===== src/rtl/cmd_sched_pkg.sv =====
// Shared types for the command scheduler: FSM state encoding and the command
// codes understood by the executor.
package cmd_sched_pkg;

  typedef enum logic [1:0] {
    ST_IDLE      = 2'd0,
    ST_WAIT_ACK  = 2'd1,
    ST_WAIT_DONE = 2'd2,
    ST_GAP       = 2'd3
  } sched_state_t;

  typedef enum logic [1:0] {
    CMD_NOP = 2'd0,
    CMD_TX  = 2'd1,
    CMD_RX  = 2'd2,
    CMD_CFG = 2'd3
  } cmd_code_t;

  function automatic int unsigned max_u(input int unsigned a, input int unsigned b);
    return (a > b) ? a : b;
  endfunction

endpackage


===== src/rtl/rr_arbiter.sv =====
// Combinational round-robin pick: the first asserted request at or above ptr,
// wrapping, returned as one-hot plus binary index.
module rr_arbiter #(
  parameter  int N_REQ = 4,
  localparam int IDX_W = (N_REQ > 1) ? $clog2(N_REQ) : 1
) (
  input  logic [N_REQ-1:0] req,
  input  logic [IDX_W-1:0] ptr,
  output logic [N_REQ-1:0] gnt,
  output logic [IDX_W-1:0] idx,
  output logic             vld
);

  logic [IDX_W-1:0] cand;

  // Scan from the farthest offset down so the closest request to ptr wins last.
  always_comb begin
    gnt  = '0;
    idx  = '0;
    vld  = 1'b0;
    cand = '0;
    for (int off = N_REQ - 1; off >= 0; off--) begin
      cand = IDX_W'((int'(ptr) + off) % N_REQ);
      if (req[cand]) begin
        gnt       = '0;
        gnt[cand] = 1'b1;
        idx       = cand;
        vld       = 1'b1;
      end
    end
  end

endmodule


===== src/rtl/cmd_scheduler.sv =====
// Round-robin command scheduler in front of a single busy/idle command executor.
// Optional handshake watchdog enabled by defining CMD_SCHED_TIMEOUT_EN.
module cmd_scheduler
  import cmd_sched_pkg::*;
#(
  parameter int          N_REQ      = 4,
  parameter int          CMD_W      = 2,
  parameter int unsigned GAP_CYCLES = 25000000,
  parameter int unsigned TMO_CYCLES = 1000
) (
  input  logic                   clk,
  input  logic                   rst,
  input  logic [N_REQ-1:0]       req,
  input  logic [N_REQ*CMD_W-1:0] req_cmd,
  output logic [N_REQ-1:0]       grant,
  output logic [N_REQ-1:0]       done,
  output logic [CMD_W-1:0]       command_1,
  output logic                   start,
  input  logic                   ready_command,
  output logic                   busy,
  output logic                   tmo_err
);

  localparam int           IDX_W    = (N_REQ > 1) ? $clog2(N_REQ) : 1;
  localparam int unsigned  CNT_MAX  = max_u(GAP_CYCLES, TMO_CYCLES);
  localparam int           CNT_W    = (CNT_MAX > 0) ? $clog2(CNT_MAX + 1) : 1;
  localparam logic [CNT_W-1:0] GAP_LOAD = CNT_W'((GAP_CYCLES > 0) ? GAP_CYCLES - 1 : 0);
  localparam sched_state_t POST_ST  = (GAP_CYCLES == 0) ? ST_IDLE : ST_GAP;
`ifdef CMD_SCHED_TIMEOUT_EN
  localparam logic [CNT_W-1:0] TMO_LAST = CNT_W'((TMO_CYCLES > 0) ? TMO_CYCLES - 1 : 0);
`endif

  sched_state_t     state_q, state_d;
  logic [IDX_W-1:0] ptr_q, ptr_d;
  logic [IDX_W-1:0] win_q, win_d;
  logic [CNT_W-1:0] cnt_q, cnt_d;
  logic [N_REQ-1:0] grant_d, done_d;
  logic [CMD_W-1:0] cmd_d;
  logic             start_d;

  logic [N_REQ-1:0] arb_gnt;
  logic [IDX_W-1:0] arb_idx;
  logic             arb_vld;

  rr_arbiter #(.N_REQ(N_REQ)) u_arb (
    .req (req),
    .ptr (ptr_q),
    .gnt (arb_gnt),
    .idx (arb_idx),
    .vld (arb_vld)
  );

`ifdef CMD_SCHED_TIMEOUT_EN
  logic tmo_q, tmo_d;
  assign tmo_err = tmo_q;
`else
  assign tmo_err = 1'b0;
`endif

  assign busy = (state_q != ST_IDLE);

  // One counter serves both the inter-command gap and the handshake watchdog;
  // it is cleared on every entry into a WAIT state.
  always_comb begin
    state_d = state_q;
    ptr_d   = ptr_q;
    win_d   = win_q;
    cnt_d   = cnt_q;
    grant_d = '0;
    done_d  = '0;
    start_d = 1'b0;
    cmd_d   = command_1;
`ifdef CMD_SCHED_TIMEOUT_EN
    tmo_d   = 1'b0;
`endif
    case (state_q)
      ST_IDLE: begin
        if (arb_vld && ready_command) begin
          grant_d = arb_gnt;
          start_d = 1'b1;
          cmd_d   = req_cmd[arb_idx*CMD_W +: CMD_W];
          win_d   = arb_idx;
          ptr_d   = (arb_idx == IDX_W'(N_REQ - 1)) ? '0 : arb_idx + 1'b1;
          cnt_d   = '0;
          state_d = ST_WAIT_ACK;
        end
      end
      ST_WAIT_ACK: begin
        if (!ready_command) begin
          state_d = ST_WAIT_DONE;
          cnt_d   = '0;
        end
`ifdef CMD_SCHED_TIMEOUT_EN
        else if (cnt_q == TMO_LAST) begin
          done_d[win_q] = 1'b1;
          tmo_d         = 1'b1;
          state_d       = POST_ST;
          cnt_d         = GAP_LOAD;
        end else begin
          cnt_d = cnt_q + 1'b1;
        end
`endif
      end
      ST_WAIT_DONE: begin
        if (ready_command) begin
          done_d[win_q] = 1'b1;
          state_d       = POST_ST;
          cnt_d         = GAP_LOAD;
        end
`ifdef CMD_SCHED_TIMEOUT_EN
        else if (cnt_q == TMO_LAST) begin
          done_d[win_q] = 1'b1;
          tmo_d         = 1'b1;
          state_d       = POST_ST;
          cnt_d         = GAP_LOAD;
        end else begin
          cnt_d = cnt_q + 1'b1;
        end
`endif
      end
      ST_GAP: begin
        if (cnt_q == '0) begin
          state_d = ST_IDLE;
        end else begin
          cnt_d = cnt_q - 1'b1;
        end
      end
      default: state_d = ST_IDLE;
    endcase
  end

  always_ff @(posedge clk or negedge rst) begin
    if (!rst) begin
      state_q   <= ST_IDLE;
      ptr_q     <= '0;
      win_q     <= '0;
      cnt_q     <= '0;
      grant     <= '0;
      done      <= '0;
      start     <= 1'b0;
      command_1 <= CMD_W'(CMD_NOP);
`ifdef CMD_SCHED_TIMEOUT_EN
      tmo_q     <= 1'b0;
`endif
    end else begin
      state_q   <= state_d;
      ptr_q     <= ptr_d;
      win_q     <= win_d;
      cnt_q     <= cnt_d;
      grant     <= grant_d;
      done      <= done_d;
      start     <= start_d;
      command_1 <= cmd_d;
`ifdef CMD_SCHED_TIMEOUT_EN
      tmo_q     <= tmo_d;
`endif
    end
  end

endmodule


===== config.mk =====
export PLATFORM = sky130hd
export DESIGN_NAME = cmd_scheduler
export DESIGN_NICKNAME = d
export VERILOG_FILES = /design/src/rtl/cmd_sched_pkg.sv /design/src/rtl/rr_arbiter.sv /design/src/rtl/cmd_scheduler.sv
export SDC_FILE = /design/constraint.sdc
export NUM_CORES = 1
export LEC_CHECK = 0
export BUFFER_PORTS_ARGS = -buffer_cell sky130_fd_sc_hd__buf_2
export CORE_ASPECT_RATIO = 1.2
export CORE_MARGIN = 2
export CORE_UTILIZATION = 45
export DETAILED_ROUTE_END_ITERATION = 7
export GPL_ROUTABILITY_DRIVEN = 0
export GPL_TIMING_DRIVEN = 0
export MAX_ROUTING_LAYER = met4
export PLACE_DENSITY = 0.76
export REMOVE_ABC_BUFFERS = 1
export SLEW_MARGIN = 10
export SYNTH_ARGS = -nofsm -noshare
export SYNTH_HDL_FRONTEND = slang
export SYNTH_HIERARCHICAL = 1
export SYNTH_SLANG_ARGS = --single-unit

===== constraint.sdc =====
create_clock -name clk -period 2.6 [get_ports clk]
set_input_delay 0.13 -clock clk [delete_from_list [all_inputs] [get_ports clk]]
set_output_delay 0.13 -clock clk [all_outputs]
set_load 0.01 [all_outputs]

==> results of run 1 <==
[synth_stat cells (all sizes together) (2+ instances only)]
cell type and n:
or4 8, nand3 10, nand2b 3, o31ai 7, o221ai 3, a21oi 18
o21bai 2, mux2 3, or2 2, nand3b 2, ha 14, or3 6
nand4 7, inv 16, and2 5, nand2 32, dfrtp 42, a31oi 10
o31a 3, o21ai 16, mux4 4, o22ai 2, o211ai 4, buf 9
nor2b 3, nor4 7, clkbuf 5, nor3 11, mux2i 3, a22oi 6
nor2 18
[tightest hold or removal path, delay by kind of cell]
family	cells	cell delay [ns]
buffers and inverters	1	0.15
and+or+nand+nor	2	0.15
[stage by stage]
stage | util, % | setup TNS, ns | worst slack, ns | total power, mW
3_5_place_dp | 49.2 | -3.45 | -0.785 | 3.17
4_1_cts | 52.6 | 0 | 0.0854 | 3.90
3_3_place_gp | 48.7 | -11.15 | -0.740 | 3.04
6_report | 53.0 | 0 | 0.131 | 3.97
2_1_floorplan | - | -0.623 | -0.293 | 2.63
5_1_grt | 53.0 | -0.0124 | -0.0114 | 4.29
[final cells by class]
| class | count | area [µm²] | share of cell area (%) |
|---|---|---|---|
| Tap cell | 82 | 103 | 3.22 |
| Clock buffer | 5 | 68.8 | 2.16 |
| Inverter | 16 | 60.1 | 1.88 |
| Sequential cell | 42 | 1050 | 33.0 |
| Clock inverter | 3 | 68.8 | 2.16 |
| Multi-Input combinational cell | 227 | 1620 | 50.9 |
| Timing Repair Buffer | 34 | 213 | 6.67 |
[timing repair]
action	in CTS	in global routing
resized for setup	6	2
setup buffers	5	1
endpoints found under the setup margin	17	7
hold endpoints to repair	34	0
pin swaps	2	1
hold buffers	1	0
[kinds of logic after synthesis]
family | count (synthesis)
adders and majority gates | 14
buffers and inverters | 30
AOI/OAI and AO/OA | 80
DFF | 42
and+or+nand+nor | 122
other | 1
muxes | 10
[layout by cell type, fill, tap and decap left out, types with 3 or more instances in the layout]
master / n
dfrtp_1: 40
nand2_1: 32
buf_2: 26
nor2_1: 18
a21oi_1: 18
inv_1: 16
o21ai_0: 16
ha_1: 12
nor3_1: 10
a31oi_1: 10
nand3_1: 9
or4_1: 8
nand4_1: 7
or3_1: 6
o31ai_1: 6
a22oi_1: 6
buf_4: 6
and2_1: 5
clkbuf_8: 5
o211ai_1: 4
nor4_1: 4
mux4_2: 4
nand2b_1: 3
o31a_1: 3
o221ai_1: 3
[flip-flops by register name, summed over array words and instances (netlist names)]
signal	cells
command_1	2
cnt_q	25
grant	4
start	1
win_q	2
state_q	2
done	4
ptr_q	2
[power by group]
part | leakage, nW | total [mW] | switching [mW] | internal (mW)
Sequential | 0.544 | 1.15 | 0.247 | 0.903
Clock | 0.0683 | 0.636 | 0.251 | 0.385
Combinational | 0.753 | 2.18 | 1.28 | 0.902
[layer usage]
metal	vias to the layer above	track usage (%)
li1	1166	-
met3	13	4.00
met1	1206	23.1
met4	0	5.91
met5	-	-
met2	49	32.7
[final timing paths]
path / end / slack [ns] / cells past startpoint
worst max-delay path: ptr_q[1] / 0.13 / 10
worst min-delay path: done[1] / 0.15 / 3
worst max register to register: ptr_q[1] / 0.13 / 10
worst min register to register: done[2] / 0.47 / 1
max in group asynchronous: ptr_q[0] / 1.47 / 2
min in group asynchronous: cnt_q[4] / 0.49 / 2
==> results.yml, run 1 <==
final_layout:
  areaGrowthSynthToFinish_pct: 14.2
  stdcell_count: 409
  nFillCells: 544
  drive_gt1_share_pct: 20.5
  post-route-cell-area_um2: 3190
  n_antenna_cell: 0
  final_nets: 355
timing:
  max_freq_mhz: 405
  finalSetupViolations: 0
  whs_ns: 0.152
  clock_skew_ns: 0.0101
  tightestPinTransition_ns: 0.916
  slew_violations: 0
  slew_headroom_pct: 38.9
  fin_crit_sh_pct: 95.0
  hold_viol: 0
  fin_crit_ns: 2.47
critical_path:
  critPathMaxFanout: 16
  worstSetupStartpointType: "flop"
  timing.rr.start: "ptr_q[0]"
  path_cells: "buf_4, mux2_2, mux2i_4, and4_1, nor3_4, buf_4, buf_4, ha_1, nand2_1, nand2_1"
  cp_common_cell: "buf_4"
  cp_slowest_cell: "mux2_2"
  worstPathRequired_ns: 2.80
  crit_buf_inv: 3
  crit_arrival_ns: 2.67
  cpLargestDelayFamily: "multiplexers"
  cp-startpoint: "ptr_q[0]"
  crit_path_end_kind: "flop"
  critical-path-max-stage-delay_ns: 0.41
  path_class: "reg -> reg"
cts:
  clock-sinks: 42
  clk_latency_ns: 0.30
  cts_root_buf: "clkbuf_8"
  clk_pin_slew_ns: 0.09
  ctsHtreeMaxLevel: 2
  cts_buffers: 5
  clockBufferDepth: 2
  cts_tree: "done"
flow_run:
  max_cap_viol_count: 0
global_routing:
  track_usage_pct: 19.2
  grt-ovfl-total: 0
  grt_pass1_vias: 2268
  grt_antenna_before_repair: 0
  grt_pass1_wl_um: 10600
  grt_max_degree: 43
placed_design:
  dp_cells: 394
  post-dp-hpwl_um: 4120
  portBuffers: 26
  place_area_um2: 2960
synth:
  synthAdderAreaFrac_pct: 6.27
  synthTopCellsByArea: "dfrtp_1, ha_1, nand2_1"
  synth_edf_count: 0
  syn_area_per_cell_um2: 9.34
  synth-seq-cells: 42
  ys.flop_type: "dfrtp_1"
  synthSimpleGateAreaFrac_pct: 24.6
  synth.area.mux_share_pct: 6.22
  synth_xor_area_share_pct: 0
  synth.largest_area_cell: "dfrtp_1"
  synth_top_family_by_area: "simple AND/OR/NAND/NOR gates"
  netlist_area_um2: 2790
  ys_seq_area_share_pct: 37.6
  syn_inst: 299
  synth-async-reset-ratio_pct: 100
  ys.warnings.count: 6
  synth_top_area_share_pct: 37.6
  synth_cell_type_count: 59
  synth_compound_area_share_pct: 19.5
drt:
  drtIter0Drc: 116
  first_pass_iters: 4
  met1_length_um: 2620
  drcViolationCount: 0
  dr_wl_met3_um: 271
  wl_met2_um: 3200
  drt-total-wl_um: 6200
  antenna_left: 0
  via_count: 2434
  top_layer: "met4"
  routedWlPerCell_um: 15.2
  routed_via_density: 5.95
floorplan:
  core_area_um2: 6010
  ioPinCount: 28
  row_count: 31
  die_h_um: 90.3
  die_w_um: 75.9
  initial_core_util_pct: 46.5
  dieArea_um2: 6860
worst_hold_path:
  hold_path_class: "in -> reg"
  worstHoldStart: "ready_command"
power:
  powerDensity_nw_per_um2: 1240
  irDropWorstVdd_uv: 670
  p_leak_nw: 1.37
outcome:
  status: "finished clean"
Note: power is estimated with default switching activity, not from simulation.
==> inputs of run 2 (changes only) <==
--- a/config.mk
+++ b/config.mk
@@ -15,6 +15,7 @@
 export MAX_ROUTING_LAYER = met4
 export PLACE_DENSITY = 0.76
 export REMOVE_ABC_BUFFERS = 1
+export SETUP_SLACK_MARGIN = 0.4
 export SLEW_MARGIN = 10
 export SYNTH_ARGS = -nofsm -noshare
 export SYNTH_HDL_FRONTEND = slang
==> run 2 against run 1 <==
Net effect:
- flip-flop and latch count did not move
- fmax rose by 9.2%
- via count rose by 9.0%
- die area did not move
- critical path type unchanged
- highest routed layer unchanged
==> results.yml, run 2 (synthesis results as in run 1) <==
final_layout:
  final_common_cell: "dfrtp_1"
  nFillCells: 504
  largest_reg_flops: 25
  regMostFlops: "cnt_q"
  post-route-cell-area_um2: 3620
  areaGrowthSynthToFinish_pct: 29.6
  final_cell_mix: "dfrtp_1, buf_4, nand2_1, buf_2, a21oi_1"
  fin_util_pct: 60.2
  n_antenna_cell: 0
  drive_gt1_share_pct: 35.6
  reg_top3: "cnt_q: 25 flops, done: 4 flops, grant: 4 flops"
  final_nets: 390
placed_design:
  post-dp-hpwl_um: 4120
  place_area_um2: 2960
  portBuffers: 26
  pre_cts_slack_ns: -0.785
global_routing:
  grt_pass1_wl_um: 11300
  grt_pass1_vias: 2363
  grt-ovfl-total: 0
  grt_antenna_before_repair: 0
  grt_max_degree: 43
  track_usage_pct: 20.5
cts:
  cts_tree: "done"
  ctsHtreeMaxLevel: 2
  clock-sinks: 42
  clk_pin_slew_ns: 0.09
  clockBufferDepth: 2
  cts_buffers: 5
  cts_root_buf: "clkbuf_8"
  clk_latency_ns: 0.31
drt:
  first_pass_iters: 5
  drcViolationCount: 0
  routedWlPerCell_um: 16.2
  antenna_left: 0
  routed_via_density: 5.97
  drt-total-wl_um: 7210
  via_count: 2652
  drtIter0Drc: 187
critical_path:
  path_class: "reg -> reg"
  cp_slowest_cell: "mux4_2"
  rrSetupSlack_ns: 0.34
  critical-path-max-stage-delay_ns: 0.54
  crit_arrival_ns: 2.46
  crit_path_end_kind: "flop"
  critPathMaxFanout: 7
  worstSetupStartpointType: "flop"
  worstPathRequired_ns: 2.80
  path_cells: "buf_12, mux4_2, o211a_1, nor3_4, mux4_2, nand2_2, nand2_2"
timing:
  slew_headroom_pct: 36.0
  rsz0062_at_grt: "yes"
  setup_slack_ns: 0.340
  clock_skew_ns: 0.0129
  finalSetupViolations: 0
  fin_crit_sh_pct: 86.9
  tightestPinTransition_ns: 0.961
  hold_viol: 0
  slew_violations: 0
  fin_crit_ns: 2.26
  tns_ns: 0
  max_freq_mhz: 442
floorplan:
  ioPinCount: 28
  dieArea_um2: 6860
  die_h_um: 90.3
  row_count: 31
  die_w_um: 75.9
  core_area_um2: 6010
  initial_core_util_pct: 46.5
power:
  irDropWorstVdd_uv: 634
  powerDensity_nw_per_um2: 1300
  p_leak_nw: 1.56
  report.power.total_mw: 4.70
worst_hold_path:
  hold_path_class: "in -> reg"
flow_run:
  max_cap_viol_count: 0
outcome:
  status: "finished clean"
## run 2: worst paths after layout
path                               start      endpoint  cells after the start
max in group asynchronous            rst    state_q[1]                      2
min in group asynchronous            rst     cnt_q[11]                      2
setup / recovery                ptr_q[0]  command_1[1]                      7
setup reg to reg                ptr_q[0]  command_1[1]                      7
hold / removal             ready_command       done[1]                      3
hold reg to reg                 win_q[0]       done[2]                      1
## run 2: layer usage
layer  part of all wire (%)  up-vias  routed length [µm]  GRT usage (%)
li1                       -     1243                   -              -
met1                     40     1315                2880           24.4
met2                     54       81                3900           36.2
met3                    4.5       13                 323           3.50
met4                    1.5        0                 107           5.30
met5                      0        -                   0              -
## run 2: critical path: cells and delay by family, from the launching register on
family / cells / cell delay (ns)
flops: 1 / 0.44
compound gates: 1 / 0.16
buf+inv: 1 / 0.14
mux: 2 / 1.05
simple gates: 3 / 0.36
## run 2: per-stage QoR
step	hold slack (ns)	instances
CTS	0.150	417
finish	0.167	444
floorplan	-0.166	285
detailed placement	0.328	394
global placement	0.320	393
global route	0.170	444
## run 2: repair_timing
action	4_1_cts	5_1_grt
hold buffers	1	0
gates resized for setup	26	26
pin swaps	9	13
buffers inserted	14	24
gates cloned	0	3
endpoints found under the setup margin	37	22
hold endpoints to repair	34	0
## run 2: final cells by class
cell class	instances	area (µm²)	share of cell area, %
Multi-Input combinational cell	227	1760	48.7
Tap cell	82	103	2.83
Clock inverter	3	68.8	1.90
Sequential cell	42	1060	29.2
Timing Repair Buffer	69	494	13.7
Clock buffer	5	68.8	1.90
Inverter	16	66.3	1.83
## run 2: power breakdown
part           leakage [nW]  internal [mW]  switching [mW]
registers             0.542          0.905           0.297
logic                 0.949           1.36            1.49
clock network        0.0683          0.385           0.261
==> inputs of run 3 (changes only) <==
--- a/config.mk
+++ b/config.mk
@@ -8,12 +8,12 @@
 export BUFFER_PORTS_ARGS = -buffer_cell sky130_fd_sc_hd__buf_2
 export CORE_ASPECT_RATIO = 1.2
 export CORE_MARGIN = 2
-export CORE_UTILIZATION = 45
+export CORE_UTILIZATION = 54
 export DETAILED_ROUTE_END_ITERATION = 7
 export GPL_ROUTABILITY_DRIVEN = 0
 export GPL_TIMING_DRIVEN = 0
 export MAX_ROUTING_LAYER = met4
-export PLACE_DENSITY = 0.76
+export PLACE_DENSITY = 0.87
 export REMOVE_ABC_BUFFERS = 1
 export SETUP_SLACK_MARGIN = 0.4
 export SLEW_MARGIN = 10
==> run 3 against run 2 <==
Net effect:
- clock power decreased by 2%
- fmax is 3.5% lower
- clock skew about the same
- critical path type unchanged
- largest power group unchanged
==> results.yml, run 3 (synthesis results as in run 1) <==
power:
  report.power.total_mw: 4.72
  pwr-share-comb_pct: 60.7
  p_leak_nw: 1.52
  clockPowerShare_pct: 13.4
  powerDensity_nw_per_um2: 1330
  irDropWorstVdd_uv: 843
  internal_power_mw: 2.61
  p_switching_mw: 2.11
  seqPwrFrac_pct: 25.9
  p_sw_share_pct: 44.8
floorplan:
  die_h_um: 82.8
  die_w_um: 69.7
  initial_core_util_pct: 56.2
  row_count: 28
  ioPinCount: 28
  dieArea_um2: 5770
  core_area_um2: 4970
final_layout:
  n_antenna_cell: 0
  largest_reg_flops: 25
  areaGrowthSynthToFinish_pct: 26.6
  final_common_cell: "dfrtp_1"
  reg_top3: "cnt_q: 25 flops, done: 4 flops, grant: 4 flops"
  final_nets: 379
  regMostFlops: "cnt_q"
  fin_util_pct: 71.1
  final_cell_mix: "dfrtp_1, nand2_1, buf_2, buf_4, nor2_1"
  stdcell_count: 411
  drive_gt1_share_pct: 30.5
drt:
  antenna_left: 0
  routed_via_density: 6.76
  drt-total-wl_um: 8070
  drtIter0Drc: 307
  routedWlPerCell_um: 19.6
  via_count: 2780
  drcViolationCount: 0
  first_pass_iters: 5
global_routing:
  track_usage_pct: 25.8
  grt_pass1_wl_um: 11500
  grt-ovfl-total: 0
  grt_antenna_before_repair: 0
  grt_pass1_vias: 2407
  grt_max_degree: 43
timing:
  fin_crit_sh_pct: 90.1
  fin_crit_ns: 2.34
  max_freq_mhz: 427
  finalSetupViolations: 0
  hold_viol: 0
  clock_skew_ns: 0.0130
  slew_headroom_pct: 38.3
  rsz0062_at_grt: "yes"
  slew_violations: 0
  tns_ns: 0
  tightestPinTransition_ns: 0.926
cts:
  clk_pin_slew_ns: 0.09
  cts_tree: "done"
  clk_latency_ns: 0.31
  ctsHtreeMaxLevel: 2
  cts_buffers: 5
  clock-sinks: 42
  cts_root_buf: "clkbuf_8"
  clockBufferDepth: 2
critical_path:
  cpLargestDelayFamily: "multiplexers"
  crit_buf_inv: 1
  critical-path-max-stage-delay_ns: 0.54
  path_class: "reg -> reg"
  crit_path_end_kind: "flop"
  worstPathRequired_ns: 2.81
  critPathMaxFanout: 5
  worstSetupStartpointType: "flop"
  reg2reg_depth: 7
  rr_endpoint: "command_1[0]"
  timing.rr.start: "ptr_q[0]"
  cp-startpoint: "ptr_q[0]"
  cp_slowest_cell: "mux4_2"
  crit_arrival_ns: 2.55
  rrSetupSlack_ns: 0.26
  path_cells: "buf_12, mux4_2, o211a_1, nor3_4, mux4_2, nand2_1, nand2_1"
outcome:
  status: "finished clean"
worst_hold_path:
  whs_endpoint: "done[3]"
  whs_path_depth: 3
  hold_path_class: "in -> reg"
  worstHoldStart: "ready_command"
placed_design:
  dp_cells: 372
  post-dp-hpwl_um: 4050
  portBuffers: 26
flow_run:
  max_cap_viol_count: 0
[run 3: tightest hold or removal path: stages]
cell and delay (ns):
buf_2 0.16, nand3_1 0.12, nor2_1 0.05
[run 3: layout make-up]
cell class | instances | area, µm²
Inverter | 16 | 68.8
Clock inverter | 3 | 68.8
Fill cell | 328 | 1440
Clock buffer | 5 | 68.8
Sequential cell | 42 | 1050
Tap cell | 60 | 75.1
Multi-Input combinational cell | 228 | 1770
Timing Repair Buffer | 57 | 435
[run 3: power by group through the flow]
stage          logic (mW)  registers [mW]  clock network (mW)
6_report             2.87            1.22               0.631
3_5_place_dp         1.93            1.20                   0
3_3_place_gp         1.83            1.19                   0
2_1_floorplan        1.47            1.16                   0
4_1_cts              2.38            1.17               0.631
5_1_grt              3.07            1.25               0.661
[run 3: routing by layer]
layer | global-route usage (%) | up-vias | part of all wire [%]
li1 | - | 1224 | -
met3 | 5.19 | 43 | 6.8
met1 | 30.1 | 1330 | 37
met4 | 13.7 | 0 | 3.7
met2 | 42.8 | 183 | 52
met5 | - | - | 0
[run 3: per-stage QoR]
step / worst slack (ns) / hold WS (ns) / area [µm²]
after floorplan: -0.293 / -0.166 / 2700
after global placement: -0.666 / 0.316 / 2900
after detailed placement: -0.804 / 0.323 / 2920
after CTS: 0.343 / 0.140 / 3310
after global routing: 0.183 / 0.182 / 3540
final: 0.258 / 0.181 / 3540
[run 3: timing repair]
item | 4_1_cts | 5_1_grt
gates resized for setup | 24 | 19
cloned | 2 | 1
setup endpoints to repair | 37 | 30
setup buffers | 13 | 14
hold buffers | 1 | 0
pin swaps | 7 | 8
hold endpoints to repair | 32 | 0
[run 3: how the worst max path moves through the flow]
stage,end,slack [ns],cells after the start
2_1_floorplan,command_1[0],-0.29,8
3_3_place_gp,command_1[0],-0.67,8
3_5_place_dp,command_1[0],-0.80,9
4_1_cts,cnt_q[12],0.34,6
5_1_grt,command_1[0],0.18,7
6_report,command_1[0],0.26,7
